**src/rtl/vmx_cmd_sequencer.sv**
```systemverilog
// -----------------------------------------------------------------------------
// vmx_cmd_sequencer
//
// Purpose:
//   Pops 32-bit user instructions from the ISA command FIFO and expands each
//   one into a burst of read, write and execute commands for the memory access
//   and execution processors.
//
//   Every instruction runs up to two phases:
//     W phase : W_BEATS beats of weight loads (pushes rd + ex).
//     M phase : M_BEATS beats of multiplicand loads and result writes
//               (pushes rd + ex + wr).
//   When loop_mode (instr[31]) is set, the W phase is skipped because the
//   weights are already resident.
//
//   A beat only fires when every queue it writes has room. All of a beat's
//   pushes are issued in the same cycle, so a beat is never split across
//   queues.
//
// Instruction word:
//   [31]    loop_mode
//   [30:29] simd_mode
//   [28:24] reserved (ignored)
//   [23:16] wr_off
//   [15:8]  rd2_off (multiplicand)
//   [7:0]   rd1_off (weight)
//
// Ports:
//   clk               clock
//   rst               synchronous active-high reset
//   cfg_base_address  base address added to every scaled offset
//   isa_fifo_instr    instruction word, valid the cycle after isa_fifo_rena
//   isa_fifo_empty    ISA FIFO empty
//   isa_fifo_rena     ISA FIFO read enable (one-cycle pulse in FETCH)
//   rd_fifo_instr     read command address       / rd_fifo_full / rd_fifo_wren
//   wr_fifo_instr     write command address      / wr_fifo_full / wr_fifo_wren
//   ex_fifo_instr     execution opcode           / ex_fifo_full / ex_fifo_wren
//   busy              high in every state except IDLE
//
// Optional feature (macro VMX_CMD_SEQ_PERF_EN):
//   perf_instr_cnt    completed-instruction counter, saturating
//   perf_stall_cnt    ISSUE cycles without a fire, saturating
//   Without the macro, neither port nor any counter logic exists.
// -----------------------------------------------------------------------------
module vmx_cmd_sequencer #(
  parameter int ADDR_W     = 32,
  parameter int W_BEATS    = 4,
  parameter int M_BEATS    = 4,
  parameter int BEAT_BYTES = 4,
  parameter int OFF_SHIFT  = 0
) (
  input  logic              clk,
  input  logic              rst,
  input  logic [ADDR_W-1:0] cfg_base_address,
  input  logic [31:0]       isa_fifo_instr,
  input  logic              isa_fifo_empty,
  output logic              isa_fifo_rena,
  output logic [ADDR_W-1:0] rd_fifo_instr,
  input  logic              rd_fifo_full,
  output logic              rd_fifo_wren,
  output logic [ADDR_W-1:0] wr_fifo_instr,
  input  logic              wr_fifo_full,
  output logic              wr_fifo_wren,
  output logic [31:0]       ex_fifo_instr,
  input  logic              ex_fifo_full,
  output logic              ex_fifo_wren,
  output logic              busy
`ifdef VMX_CMD_SEQ_PERF_EN
  ,
  output logic [31:0]       perf_instr_cnt,
  output logic [31:0]       perf_stall_cnt
`endif
);

  // Beat counter is at least 8 bits wide so k[7:0] can always be placed in
  // the execution opcode, and wide enough to reach the longer phase.
  localparam int MAX_BEATS  = (W_BEATS > M_BEATS) ? W_BEATS : M_BEATS;
  localparam int K_W        = ($clog2(MAX_BEATS) < 8) ? 8 : $clog2(MAX_BEATS);
  // BEAT_BYTES is a power of two, so k*BEAT_BYTES reduces to a shift.
  localparam int BEAT_SHIFT = $clog2(BEAT_BYTES);

  localparam logic [K_W-1:0] LAST_W = K_W'(W_BEATS - 1);
  localparam logic [K_W-1:0] LAST_M = K_W'(M_BEATS - 1);

  typedef enum logic [1:0] {
    ST_IDLE  = 2'd0,
    ST_FETCH = 2'd1,
    ST_LATCH = 2'd2,
    ST_ISSUE = 2'd3
  } state_t;

  typedef enum logic {
    PH_W = 1'b0,
    PH_M = 1'b1
  } phase_t;

  state_t          state_r;
  state_t          state_nxt_s;
  phase_t          phase_r;
  logic [K_W-1:0]  k_r;
  logic [31:0]     cmd_r;

  logic            fire_s;
  logic            last_w_beat_s;
  logic            instr_done_s;
  logic [7:0]      rd_off_s;
  logic [ADDR_W-1:0] beat_ofs_s;
  logic            unused_rsvd_s;

  // Reserved instruction bits are latched with the rest of the word but
  // never decoded.
  assign unused_rsvd_s = ^cmd_r[28:24];

  // Fire qualification: the write queue only matters during the M phase.
  always_comb begin
    fire_s        = 1'b0;
    last_w_beat_s = 1'b0;
    instr_done_s  = 1'b0;
    if (state_r == ST_ISSUE) begin
      fire_s = !rd_fifo_full && !ex_fifo_full &&
               ((phase_r == PH_W) || !wr_fifo_full);
    end else begin
      fire_s = 1'b0;
    end
    if (fire_s && (phase_r == PH_W) && (k_r == LAST_W)) begin
      last_w_beat_s = 1'b1;
    end else begin
      last_w_beat_s = 1'b0;
    end
    if (fire_s && (phase_r == PH_M) && (k_r == LAST_M)) begin
      instr_done_s = 1'b1;
    end else begin
      instr_done_s = 1'b0;
    end
  end

  // Next-state decode and the ISA FIFO read strobe.
  always_comb begin
    state_nxt_s   = state_r;
    isa_fifo_rena = 1'b0;
    case (state_r)
      ST_IDLE: begin
        if (!isa_fifo_empty) begin
          state_nxt_s = ST_FETCH;
        end else begin
          state_nxt_s = ST_IDLE;
        end
      end
      ST_FETCH: begin
        isa_fifo_rena = 1'b1;
        state_nxt_s   = ST_LATCH;
      end
      ST_LATCH: begin
        state_nxt_s = ST_ISSUE;
      end
      ST_ISSUE: begin
        // Emptiness is only looked at once the last beat has gone out, so a
        // FIFO draining mid-instruction has no effect on this burst.
        if (instr_done_s) begin
          if (!isa_fifo_empty) begin
            state_nxt_s = ST_FETCH;
          end else begin
            state_nxt_s = ST_IDLE;
          end
        end else begin
          state_nxt_s = ST_ISSUE;
        end
      end
      default: begin
        state_nxt_s = ST_IDLE;
      end
    endcase
  end

  // State register, instruction latch, beat counter and phase tracking.
  always_ff @(posedge clk) begin
    if (rst) begin
      state_r <= ST_IDLE;
      phase_r <= PH_W;
      k_r     <= '0;
      cmd_r   <= 32'h0000_0000;
    end else begin
      state_r <= state_nxt_s;
      case (state_r)
        ST_LATCH: begin
          cmd_r   <= isa_fifo_instr;
          k_r     <= '0;
          phase_r <= isa_fifo_instr[31] ? PH_M : PH_W;
        end
        ST_ISSUE: begin
          if (last_w_beat_s) begin
            phase_r <= PH_M;
            k_r     <= '0;
          end else if (instr_done_s) begin
            phase_r <= PH_W;
            k_r     <= '0;
          end else if (fire_s) begin
            k_r <= k_r + K_W'(1);
          end else begin
            k_r <= k_r;
          end
        end
        default: begin
          k_r <= k_r;
        end
      endcase
    end
  end

  // Command words: combinational from state, k, phase and cmd so they stay
  // constant across any number of stall cycles.
  always_comb begin
    if (phase_r == PH_W) begin
      rd_off_s = cmd_r[7:0];
    end else begin
      rd_off_s = cmd_r[15:8];
    end
    beat_ofs_s    = ADDR_W'(k_r) << BEAT_SHIFT;
    rd_fifo_instr = cfg_base_address + (ADDR_W'(rd_off_s) << OFF_SHIFT) + beat_ofs_s;
    wr_fifo_instr = cfg_base_address + (ADDR_W'(cmd_r[23:16]) << OFF_SHIFT) + beat_ofs_s;
    ex_fifo_instr = {(phase_r == PH_W), cmd_r[31], cmd_r[30:29], 20'h0_0000, k_r[7:0]};
  end

  // Push strobes: every queue a beat touches is written in the same cycle.
  always_comb begin
    rd_fifo_wren = fire_s;
    ex_fifo_wren = fire_s;
    if (phase_r == PH_M) begin
      wr_fifo_wren = fire_s;
    end else begin
      wr_fifo_wren = 1'b0;
    end
    busy = (state_r != ST_IDLE);
  end

`ifdef VMX_CMD_SEQ_PERF_EN
  logic stall_s;

  // A stall is any ISSUE cycle in which the current beat could not fire.
  always_comb begin
    if (state_r == ST_ISSUE) begin
      stall_s = !fire_s;
    end else begin
      stall_s = 1'b0;
    end
  end

  // Saturating performance counters.
  always_ff @(posedge clk) begin
    if (rst) begin
      perf_instr_cnt <= 32'h0000_0000;
      perf_stall_cnt <= 32'h0000_0000;
    end else begin
      if (instr_done_s && (perf_instr_cnt != 32'hFFFF_FFFF)) begin
        perf_instr_cnt <= perf_instr_cnt + 32'd1;
      end else begin
        perf_instr_cnt <= perf_instr_cnt;
      end
      if (stall_s && (perf_stall_cnt != 32'hFFFF_FFFF)) begin
        perf_stall_cnt <= perf_stall_cnt + 32'd1;
      end else begin
        perf_stall_cnt <= perf_stall_cnt;
      end
    end
  end
`endif

endmodule

```
**config.mk**
```make
export PLATFORM = sky130hd
export DESIGN_NAME = vmx_cmd_sequencer
export DESIGN_NICKNAME = d
export VERILOG_FILES = /design/src/rtl/vmx_cmd_sequencer.sv
export SDC_FILE = /design/constraint.sdc
export NUM_CORES = 1
export LEC_CHECK = 0
export ABC_CLOCK_PERIOD_IN_PS = 3500
export CAP_MARGIN = 25
export CORE_MARGIN = 4
export CORE_UTILIZATION = 41
export DETAILED_ROUTE_END_ITERATION = 8
export PLACE_DENSITY = 0.78
export SETUP_SLACK_MARGIN = 0.3
export SYNTH_ARGS = -nofsm -noshare
export SYNTH_HDL_FRONTEND = slang
export SYNTH_SLANG_ARGS = --single-unit
```
**constraint.sdc**
```tcl
create_clock -name clk -period 3.5 [get_ports clk]
set_input_delay 0.35 -clock clk [delete_from_list [all_inputs] [get_ports clk]]
set_output_delay 0.35 -clock clk [all_outputs]
set_load 0.01 [all_outputs]
```
==> results of run 1 <==
[state kept, by name, indices dropped and copies added, names as in the netlist]
register,flops
phase_r,1
cmd_r,27
k_r,8
state_r,2
[worst max-delay path: cells and delay by family, from the launching register on]
family                     cells  cell delay, ps
AOI/OAI and AO/OA              3             500
xor gates and xnor gates       1             250
adders and majority gates      2             930
buffers and inverters          4             550
DFF                            1             370
muxes                          1             230
and+or+nand+nor                1             170
[cells in the mapped netlist (all sizes together), types with 3 or more instances]
library cell / instances
a21o: 4
a21oi: 43
and2: 4
and3: 8
and4: 7
buf: 33
clkbuf: 14
dfxtp: 38
fa: 14
ha: 25
inv: 17
mux2: 7
mux2i: 3
nand2: 84
nand2b: 8
nand3: 13
nand4: 9
nor2: 26
nor2b: 5
nor3: 5
nor3b: 3
nor4: 3
o2111ai: 4
o211ai: 13
o21a: 8
o21ai: 22
o311ai: 4
or4b: 3
xnor2: 44
xor2: 12
[per-layer routing]
layer / global-route usage / vias to the layer above / wire [um]
li1: - / 2150 / -
met5: 0 / - / 0
met1: 0.263 / 2058 / 5600
met3: 0.0502 / 39 / 984
met4: 0.0981 / 0 / 459
met2: 0.426 / 201 / 7140
[placed cells by master (no fill, tap or decap), drive strengths merged, types with 17 or more instances in the layout]
| cell type | instances |
|---|---|
| buf | 139 |
| a21oi | 43 |
| dfxtp | 38 |
| clkdlybuf4s50 | 81 |
| nand2 | 84 |
| o21ai | 22 |
| xnor2 | 44 |
| conb | 20 |
| inv | 17 |
| ha | 25 |
| nor2 | 26 |
[layout make-up]
| class | instances | area share |
|---|---|---|
| inverters | 17 | 0.0104 |
| flip-flops and latches | 38 | 0.121 |
| well taps | 129 | 0.0252 |
| clock inverters | 2 | 0.00195 |
| multi-input cells | 420 | 0.520 |
| clock buffers | 6 | 0.0129 |
| repair buffers | 242 | 0.309 |
[power by group through the flow]
| stage | registers (mW) | logic (mW) | clock network (mW) |
|---|---|---|---|
| after floorplan | 0.471 | 0.285 | 0 |
| after detailed placement | 0.478 | 0.600 | 0 |
| final | 0.468 | 0.636 | 0.309 |
| after CTS | 0.467 | 0.605 | 0.312 |
| after global routing | 0.470 | 0.681 | 0.331 |
| after global placement | 0.476 | 0.590 | 0 |
[path summary, 6_finish.rpt]
check / startpoint / to / slack [ps] / cells after the start
worst min-delay path: cmd_r[3]$_SDFFE_PP0P_ / cmd_r[3]$_SDFFE_PP0P_ / 460 / 2
worst max register to register: k_r[1]$_SDFFE_PP0P_ / k_r[7]$_SDFFE_PP0P_ / 1140 / 7
worst min register to register: cmd_r[3]$_SDFFE_PP0P_ / cmd_r[3]$_SDFFE_PP0P_ / 460 / 2
worst max-delay path: phase_r$_SDFFE_PP0P_ / rd_fifo_instr[21] / -140 / 12
[cell families after synthesis]
kind of cell	synth area share
adder cells (fa/ha/maj)	0.152
other	0.000962
buffers and inverters	0.0889
flip-flops	0.195
AND/OR/NAND/NOR	0.233
AO/OA/AOI/OAI	0.176
XOR/XNOR	0.126
multiplexers	0.0279
[stage by stage]
step	power [mW]	TNS (ps)	worst slack [ps]	hold WS, ps	instance area [sq um]
after floorplan	0.756	0	304	419	3970
after global placement	1.07	-15410	-399	440	5840
after detailed placement	1.08	-18070	-492	447	5840
after CTS	1.39	-757	-124	459	6180
after global routing	1.48	-2080	-218	484	6400
final	1.41	-592	-139	457	6400
[repair_timing]
item	CTS	global route
pin swaps	30	34
gates resized for setup	272	72
setup buffers	17	6
cloned	2	0
setup endpoints to repair	57	52
==> metrics.md, run 1 <==
| Metric | Value |
|---|---|
| Status | finished, violations left |
| Failing checks | setup timing |
| Vias in the first global route | 4,577 |
| Wire length per cell | 16.6 um |
| FF+latch count, synth | 38 |
| Largest net degree at the start of global routing | 34 |
| Leading area contributor after synthesis | dfxtp_1 |
| Share of layout cells above drive strength 1 | 0.335 |
| Peak Freq | 275 MHz |
| Ys flop type | dfxtp_1 |
| Placed Cells | 821 |
| H-tree depth | 2 |
| Max Slew Vio Count | 0 |
| Final ANT Viol Nets | 0 |
| Final Hold Vio Count | 0 |
| Core area | 0.00924 sq mm |
| Final min period | 3640 ps |
| Final worst-path setup slack | -139 ps |
| Net Sw Frac | 0.338 |
| Avg Cell Area, Syn | 7.75 sq um |
| Clk buf depth | 2 |
| Final setup viols | 8 |
| Root buffer cell | clkbuf_8 |
| Yosys cell types | 53 |
| Pleak | 2.75 nW |
| Global-route wire length before repair | 21.5 mm |
| Crit path DAT | 3290 ps |
| Slew HR | 0.323 |
| RSZ-0062 raised after global routing | yes |
| I/O Buffers | 145 |
| Post-layout util | 0.693 |
| TritonRoute pass-1 iters | 4 |
| Synth top area share | 0.195 |
| I/O Pins | 171 |
| Power per Cell Area | 221 mW/mm^2 |
| Worst slew pin tran | 1010 ps |
| Chip height | 106 um |
| Post-Layout Cell Count | 854 |
| Cells after synthesis | 503 |
| Seq pwr share | 0.331 |
| Critical path fanouts, max | 6 |
| DRT iter0 DRCs | 158 |
| Worst Hold Class | reg -> reg |
| Final wirelength | 14.2 mm |
| Peak VDD IR | 0.000302 V |
| NumNets Final | 833 |
| Global placement routability congestion | 0.894 |
| Worst path most repeated cell | buf_6 |
| Crit-path max cell delay | 490 ps |
| NetSw | 477 uW |
| Async S/R FF share, synth | 0 |
| DIE AREA | 0.0111 sq mm |
| Top post-synthesis cells by area | dfxtp_1 (20%), xnor2_1 (9.9%), nand2_1 (8.1%) |
| Initial antenna violation count | 0 |
| Gr ovfl total | 0 |
| Critical path endpoint category | output pin |
| Gr usage total | 0.234 |
| Post-Syn Area | 0.00390 sq mm |
| Synth warn | 0 |
| Hpwl dp | 10.6 mm |
| Initial core utilization | 0.422 |
| Cell at the slowest stage of the critical path | fa_1 |
| Via Count | 4,448 |
| Logic pwr share | 0.450 |
| FF+latch area | 773 sq um |
| Die Wd | 106 um |
| Vias per cell | 5.21 |
| Worst-Skew Late Latency | 290 ps |
| Row cnt | 35 |
| Multi-input gate area | 0.00333 sq mm |
| # fillers | 691 |
| Clock power frac | 0.219 |
| Post-synth EDFFs | 0 |
| Crit path cell chain | buf_12, mux2i_4, fa_1, fa_2, nor2b_4, o2111ai_4, a31oi_4, buf_6, buf_6, o211ai_1, xnor2_1, buf_2 |
| Cts bufs inserted | 5 |
| Worst Skew | 10.2 ps |
| CP Class | reg -> out |
| Area grow syn2layout | 64.3% |
| # hold bufs at CTS | 0 |
| # diodes | 0 |
| Worst Path Required | 3150 ps |
| Max_cap viols | 0 |
| Startpoint types | flop |
| Internal | 935 uW |
| Worst-path clk slew | 70 ps |
| Residual DRC count | 0 |
| Final period utilization | 1.04 |
| Register area share after synthesis | 0.195 |
| CTS tree | done |
| Number of clock sinks | 38 |
Note: power is estimated with default switching activity, not from simulation.
==> inputs of run 2 (changes only) <==
CORE_ASPECT_RATIO = 0.8   (was unset)
CTS_CLUSTER_DIAMETER = 80   (was unset)
==> metrics.md, run 2 (synthesis gave the netlist of run 1 again) <==
| Metric | Value |
|---|---|
| Status | finished, violations left |
| Failing checks | setup timing |
| I/O Pins | 171 |
| Chip height | 95.2 um |
| Cell area after layout | 0.00637 sq mm |
| Worst slew pin tran | 909 ps |
| Final min period | 3600 ps |
| Wire length per cell | 17.5 um |
| Post-layout util | 0.696 |
| Register bank with the most flops | cmd_r |
| Internal | 1.05 mW |
| Peak VDD IR | 0.000212 V |
| WHS | 456 ps |
| DRT iter0 DRCs | 425 |
| Worst path most repeated cell | buf_6 |
| Slew HR | 0.393 |
| Cts bufs inserted | 5 |
| Max FFs per register | 27 |
| Met1 usage | 0.312 |
| Die Wd | 117 um |
| Crit path cell chain | buf_12, mux2i_4, fa_2, buf_4, buf_6, inv_2, ha_4, a21o_1, and4_4, buf_6, o21a_4, o211ai_1, o311ai_2, buf_2 |
| DIE AREA | 0.0111 sq mm |
| Cell at the slowest stage of the critical path | fa_2 |
| I/O Buffers | 145 |
| Row cnt | 31 |
| Global-route wire length before repair | 21.3 mm |
| Gr ovfl total | 0 |
| Root buffer cell | clkbuf_16 |
| Residual DRC count | 0 |
| Worst-path clk slew | 60 ps |
| Final Hold Vio Count | 0 |
| Final worst-path setup slack | -95.6 ps |
| Final wirelength | 14.4 mm |
| Startpoint types | flop |
| Post-layout power | 1.56 mW |
| GRT met3 Usage | 0.0362 |
| Global placement routability congestion | 0.896 |
| Crit-path leading delay family | compound AO/OA/AOI/OAI gates |
| Crit-path max cell delay | 490 ps |
| Initial antenna violation count | 0 |
| Worst Skew | 4.79 ps |
| Power per Cell Area | 244 mW/mm^2 |
| Largest net degree at the start of global routing | 34 |
| CP Class | reg -> out |
| Number of clock sinks | 38 |
| Max_cap viols | 0 |
| Pleak | 2.69 nW |
| Final setup viols | 9 |
| Final period utilization | 1.03 |
| Top flop regs | cmd_r x27, k_r x8, state_r x2 |
| Seq pwr share | 0.301 |
| Clk buf depth | 2 |
| Critical path endpoint category | output pin |
| H-tree depth | 2 |
| Initial core utilization | 0.426 |
| Met2 usage | 0.416 |
| Clock power frac | 0.277 |
| Most frequent cells in the layout | clkdlybuf4s50_1 (83), nand2_1 (77), buf_4 (68), a21oi_1 (39), buf_2 (39) |
| Logic pwr share | 0.423 |
| Placed Area | 0.00573 sq mm |
| Core area | 0.00915 sq mm |
| GRT Max-Usage Layer | met2 |
| Worst Path Required | 3150 ps |
| Final ANT Viol Nets | 0 |
| Gr usage total | 0.238 |
| Most common cell after layout, fill and taps aside | clkdlybuf4s50_1 |
| Area grow syn2layout | 63.5% |
| TritonRoute pass-1 iters | 5 |
| Worst-Skew Late Latency | 280 ps |
| Worst Hold Class | reg -> reg |
| Via Count | 4,548 |
| Peak Freq | 278 MHz |
| NumNets Final | 817 |
| # diodes | 0 |
| Share of layout cells above drive strength 1 | 0.333 |
| Net Sw Frac | 0.328 |
| Crit path DAT | 3250 ps |
| Vias per cell | 5.53 |
| Max Slew Vio Count | 0 |
| Hpwl dp | 10.2 mm |
| Critical path fanouts, max | 5 |
| Vias in the first global route | 4,276 |
| Worst path bufs/invs | 6 |
| CTS tree | done |
| RSZ-0062 raised after global routing | yes |
| NetSw | 511 uW |
## run 2: cell types whose count changed in the layout (fill, tap and decap cells not counted), moves of 4 or more
cell           before  now
clkbuf_2            6   10
buf_4              86   68
clkbuf_16           0    5
clkbuf_8            6    0
dlygate4sd2_1      13    9
## run 2: tightest hold or removal path: stages, from the launching register on
cell and delay (ps):
dfxtp_1 300, nand2_1 50, a21oi_1 50
## run 2: power groups by stage
stage / sequential, mW / clock, mW / combinational [mW]
3_5_place_dp: 0.476 / 0 / 0.592
6_report: 0.468 / 0.431 / 0.658
3_3_place_gp: 0.475 / 0 / 0.580
2_1_floorplan: 0.471 / 0 / 0.285
5_1_grt: 0.471 / 0.451 / 0.703
4_1_cts: 0.468 / 0.429 / 0.607
## run 2: stage by stage
step,instances,worst slack [ps],TNS (ps)
2_1_floorplan,522,304,0
3_3_place_gp,793,-484,-16000
3_5_place_dp,793,-527,-17960
4_1_cts,812,-25.0,-25.0
5_1_grt,823,-211,-1700
6_report,823,-95.6,-410
## run 2: cell type report
class	instances	area [sq um]
flip-flops and latches	38	774
multi-input cells	420	3390
well taps	115	144
inverters	17	66.3
fillers	649	2780
clock inverters	2	10.0
clock buffers	5	125
repair buffers	226	1870
## run 2: routing by layer
layer | part of all wire | wire length, um
met5 | 0 | 0
met4 | 0.034 | 495
met3 | 0.062 | 888
met2 | 0.49 | 7100
met1 | 0.41 | 5960
## run 2: worst paths after layout
path / slack (ps) / from / depth (start not counted) / end
setup / recovery: -100 / phase_r$_SDFFE_PP0P_ / 14 / rd_fifo_instr[8]
setup reg to reg: 1250 / k_r[0]$_SDFFE_PP0P_ / 8 / k_r[2]$_SDFFE_PP0P_
hold / removal: 460 / cmd_r[15]$_SDFFE_PP0P_ / 2 / cmd_r[15]$_SDFFE_PP0P_
hold reg to reg: 460 / cmd_r[15]$_SDFFE_PP0P_ / 2 / cmd_r[15]$_SDFFE_PP0P_
## run 2: timing repair
action	4_1_cts	5_1_grt
setup buffers	10	10
pin swaps	34	45
cloned	2	0
gates resized for setup	272	83
endpoints found under the setup margin	57	53
hold buffers	0	0
